File: config.mk
export PLATFORM = sky130hd
export DESIGN_NAME = reg_pipe_tap_flat
export DESIGN_NICKNAME = d
export VERILOG_FILES = /design/src/rtl/reg_pipe_tap_if.sv /design/src/rtl/reg_pipe_tap.sv /design/src/flat_wrapper.sv
export SDC_FILE = /design/constraint.sdc
export NUM_CORES = 1
export LEC_CHECK = 0
export ABC_CLOCK_PERIOD_IN_PS = 3700
export BUFFER_PORTS_ARGS = -buffer_cell sky130_fd_sc_hd__buf_2
export CAP_MARGIN = 20
export CELL_PAD_IN_SITES_DETAIL_PLACEMENT = 2
export CELL_PAD_IN_SITES_GLOBAL_PLACEMENT = 2
export CORE_AREA = 2 2 96 98
export CTS_CLUSTER_DIAMETER = 200
export CTS_CLUSTER_SIZE = 28
export DETAILED_ROUTE_END_ITERATION = 7
export DIE_AREA = 0 0 98 100
export GPL_ROUTABILITY_DRIVEN = 0
export PLACE_DENSITY = 0.85
export SYNTH_ARGS = -nofsm -noshare
export SYNTH_HDL_FRONTEND = slang
export SYNTH_SLANG_ARGS = --single-unit
export TNS_END_PERCENT = 30
File: constraint.sdc
create_clock -name CLK -period 3.7 [get_ports CLK]
set_clock_uncertainty 0.1 [all_clocks]
set_input_delay 0.37 -clock CLK [delete_from_list [all_inputs] [get_ports CLK]]
set_output_delay 0.37 -clock CLK [all_outputs]
set_load 0.05 [all_outputs]
File: src/rtl/reg_pipe_tap_if.sv
// Bus for reg_pipe_tap: control, sample input, tap select and tapped outputs.
interface reg_pipe_tap_if #(
  parameter int unsigned SIZE  = 18,
  parameter int unsigned DEPTH = 4
);
  localparam int unsigned TW = $clog2(DEPTH + 1);

  logic            CE;
  logic            FLUSH;
  logic [SIZE-1:0] D;
  logic            D_VLD;
  logic [TW-1:0]   TAP;
  logic [SIZE-1:0] OUT;
  logic            OUT_VLD;
  logic [TW-1:0]   FILL;

  modport master (
    output CE, FLUSH, D, D_VLD, TAP,
    input  OUT, OUT_VLD, FILL
  );

  modport slave (
    input  CE, FLUSH, D, D_VLD, TAP,
    output OUT, OUT_VLD, FILL
  );
endinterface

File: src/rtl/reg_pipe_tap.sv
// Multi-stage operand pipeline with per-stage valid bits, runtime tap select,
// flush and a saturating count of valid samples accepted.
module reg_pipe_tap #(
  parameter int unsigned           SIZE   = 18,
  parameter int unsigned           DEPTH  = 4,
  parameter logic [SIZE-1:0]       RSTVAL = '0
) (
  input  logic          CLK,
  input  logic          RST,
  reg_pipe_tap_if.slave bus
);
  localparam int unsigned TW = $clog2(DEPTH + 1);

  logic [SIZE-1:0] r_data [1:DEPTH];
  logic            r_vld  [1:DEPTH];
  logic [TW-1:0]   r_fill;

  logic [TW-1:0]   w_tap;
  logic [SIZE-1:0] w_out;
  logic            w_out_vld;

  // Chain update: reset and flush clear everything and win over the shift.
  always_ff @(posedge CLK) begin
    if (RST || bus.FLUSH) begin
      for (int unsigned k = 1; k <= DEPTH; k++) begin
        r_data[k] <= RSTVAL;
        r_vld[k]  <= 1'b0;
      end
      r_fill <= '0;
    end else if (bus.CE) begin
      r_data[1] <= bus.D;
      r_vld[1]  <= bus.D_VLD;
      for (int unsigned k = 2; k <= DEPTH; k++) begin
        r_data[k] <= r_data[k-1];
        r_vld[k]  <= r_vld[k-1];
      end
      if (bus.D_VLD && (r_fill < TW'(DEPTH))) begin
        r_fill <= r_fill + TW'(1);
      end
    end
  end

  // Taps beyond the last stage read the last stage.
  assign w_tap = (bus.TAP > TW'(DEPTH)) ? TW'(DEPTH) : bus.TAP;

  // Tap mux; tap 0 is a combinational bypass of the input.
  always_comb begin
    w_out     = bus.D;
    w_out_vld = bus.D_VLD;
    for (int unsigned k = 1; k <= DEPTH; k++) begin
      if (w_tap == TW'(k)) begin
        w_out     = r_data[k];
        w_out_vld = r_vld[k];
      end
    end
  end

  assign bus.OUT     = w_out;
  assign bus.OUT_VLD = w_out_vld;
  assign bus.FILL    = r_fill;
endmodule

File: src/flat_wrapper.sv
// flat-port wrapper written by rule: the top's interface ports become plain ports
module reg_pipe_tap_flat 
#(
  parameter int unsigned           SIZE   = 18,
  parameter int unsigned           DEPTH  = 4,
  parameter logic [SIZE-1:0]       RSTVAL = '0
)
  (CLK, RST, bus_CE, bus_FLUSH, bus_D, bus_D_VLD, bus_TAP, bus_OUT, bus_OUT_VLD, bus_FILL);
  reg_pipe_tap_if #(.SIZE(SIZE), .DEPTH(DEPTH)) bus_i ();
  input  logic CLK;
  input  logic RST;
  input wire logic [$bits(bus_i.CE)-1:0] bus_CE;
  input wire logic [$bits(bus_i.FLUSH)-1:0] bus_FLUSH;
  input wire logic [$bits(bus_i.D)-1:0] bus_D;
  input wire logic [$bits(bus_i.D_VLD)-1:0] bus_D_VLD;
  input wire logic [$bits(bus_i.TAP)-1:0] bus_TAP;
  output wire logic [$bits(bus_i.OUT)-1:0] bus_OUT;
  output wire logic [$bits(bus_i.OUT_VLD)-1:0] bus_OUT_VLD;
  output wire logic [$bits(bus_i.FILL)-1:0] bus_FILL;
  assign bus_i.CE = bus_CE;
  assign bus_i.FLUSH = bus_FLUSH;
  assign bus_i.D = bus_D;
  assign bus_i.D_VLD = bus_D_VLD;
  assign bus_i.TAP = bus_TAP;
  assign bus_OUT = bus_i.OUT;
  assign bus_OUT_VLD = bus_i.OUT_VLD;
  assign bus_FILL = bus_i.FILL;
  reg_pipe_tap #(.SIZE(SIZE), .DEPTH(DEPTH), .RSTVAL(RSTVAL)) u_core (.CLK(CLK), .RST(RST), .bus(bus_i));
endmodule
==> impl_metrics.env <==
export IMPL_status="finished, final reports clean"
export IMPL_synthesis_area_sq_um=3700
export IMPL_dieArea_sq_um=9800
export IMPL_synth_seq_area_share_pct=63.3
export IMPL_cp_required_ps=3230
export IMPL_nets=350
export IMPL_via_per_inst=5.33
export IMPL_post_cts_resized=0
export IMPL_die_w_um=98
export IMPL_clk_latency_ps=340
export IMPL_end_kind="output pin"
export IMPL_ir_drop_v=0.000166
export IMPL_cts_tree="built"
export IMPL_drtAntennaViolNets=0
export IMPL_cts_hold_fix_buffers=0
export IMPL_power_density_nw_per_um2=432
export IMPL_final_cell_mix="and2_1 (76), edfxtp_1 (76), buf_2 (47), mux2i_1 (20)"
export IMPL_grt_pass1_vias=2589
export IMPL_cp_max_fo=39
export IMPL_nFillCells=887
export IMPL_start_util_pct=41.6
export IMPL_wl_per_cell_um=20.2
export IMPL_grt_setup_unrepaired="false"
export IMPL_worst_pin_slew_ps=1030
export IMPL_hold_slack_ps=198
export IMPL_drtPass1Iterations=4
export IMPL_cts_buffers=9
export IMPL_drt_iter0_drc=119
export IMPL_synth_seq_cells=79
export IMPL_criticalPathCategory="input pin to output pin"
export IMPL_netlist_instances=282
export IMPL_syn_avg_cell_area_sq_um=13.1
export IMPL_fin_setup_tns_ps=0
export IMPL_overflow=0
export IMPL_grt_max_degree=77
export IMPL_antenna_found_initial=0
export IMPL_cts_setup_buffers=0
export IMPL_grt_pass1_wl_um=14300
export IMPL_antenna_cells=0
export IMPL_period_needed_ps=2760
export IMPL_ctsLongestPathBuffers=2
export IMPL_wirelength_um=8850
export IMPL_max_freq_mhz=363
export IMPL_synth_top_area_share_pct=61.7
export IMPL_numPortBuffers=47
export IMPL_syn2layout_area_growth_pct=13.0
export IMPL_track_usage_pct=19.0
export IMPL_die_y_um=100
export IMPL_htreeDepth=3
export IMPL_arrival_ps=2290
export IMPL_hold_class="input pin to flop"
export IMPL_cts_sinks=79
export IMPL_vias=2341
export IMPL_core_sq_um=8890
export IMPL_maxCapViolations=0
export IMPL_hpwl_um=5630
export IMPL_netlist_cell_type_count=22
export IMPL_total_power_w=0.00181
export IMPL_rows=35
export IMPL_ios=48
export IMPL_yosys_top_cells_area="edfxtp_1 (62%), and2_1 (13%), mux2i_1 (5.4%)"
export IMPL_clkTransAtPathRegs_ps=80
export IMPL_synth_fp_nets=309
export IMPL_synth_largest_area_cell="edfxtp_1"
export IMPL_drive_above_1_share_pct=21.0
export IMPL_root_buffer="clkbuf_8"
export IMPL_relSlewSlack_pct=31.6
export IMPL_maxSlewViolCount=0
export IMPL_yosysWarnings=0
export IMPL_p_leak_nw=1.68
export IMPL_drc_errors=0
export IMPL_fin_crit_sh_pct=74.5
export IMPL_hold_viol_final=0
export IMPL_setup_viol=0
export IMPL_critPathLaunchType="input pin"
## cells by family after synthesis
group	synth area share, %
AO/OA/AOI/OAI	10.5
XOR/XNOR	0.237
adder cells (fa/ha/maj)	0.338
buffers and inverters	3.14
flip-flops	63.3
multiplexers	5.41
AND/OR/NAND/NOR	17.0
## stage by stage
stage	util [%]	instance area (sq um)	std cells	setup slack, ps
floorplan	-	3700	282	1130
detailed placement	45.1	4010	422	929
global placement	45.1	4010	422	1050
CTS	46.9	4170	438	966
finish	47.1	4180	439	943
global route	47.1	4180	439	761
## sequential cells by signal (all words and copies together), names as in the netlist
register / count
u_core.r_data: 72
u_core.bus.FILL: 3
u_core.r_vld: 4
## per-layer routing
metal,GRT usage (%),part of all wire (%),vias to the layer above
met5,0,0,-
met4,4.49,0.32,0
met3,3.97,3.2,2
met2,32.9,52,39
met1,24.7,44,1185
li1,-,-,1115
## cell type report
class,count,area [sq um],share of cell area (%)
flip-flops and latches,79,2340,56.0
multi-input cells,182,1250,30.0
repair buffers,51,285,6.82
well taps,111,139,3.32
clock buffers,9,124,2.96
clock inverters,7,40.0,0.957
## cells in the mapped netlist
library cell  number
xor2_1             1
buf_6              1
and2_1            76
edfxtp_1          76
nand3_1           19
a31oi_1            1
buf_1              2
buf_2             11
ha_1               1
a22oi_1           19
mux2i_1           20
nor3b_2            1
o21a_1            19
o21ai_2            1
o21ai_1           18
or3_1              1
dfxtp_1            3
nor3b_4            1
nand3b_1           1
clkbuf_1           6
nor3_1             3
buf_12             1
## path summary, 6_finish.rpt
kind                      startpoint            endpoint  slack, ps  cells after the start
setup / recovery          bus_TAP[2]          bus_OUT[8]        940                      5
hold / removal                   RST  u_core.bus.FILL[1]        200                      2
setup reg to reg  u_core.bus.FILL[0]  u_core.bus.FILL[1]       2680                      3
hold reg to reg   u_core.bus.FILL[2]  u_core.bus.FILL[2]        450                      2
## worst max-delay path, cell delays in order
cell and delay, ps:
buf_2 340, nor3b_4 900, a22oi_1 150, o21ai_1 200, buf_2 310
## where the power goes
group	internal, W	total [W]	leakage, nW	switching [W]
logic	0.0000619	0.000207	0.696	0.000145
clock network	0.000237	0.000558	0.0761	0.000321
registers	0.00102	0.00104	0.907	0.0000224
total	0.00132	0.00181	1.68	0.000489
(Power assumes the default switching activity.)
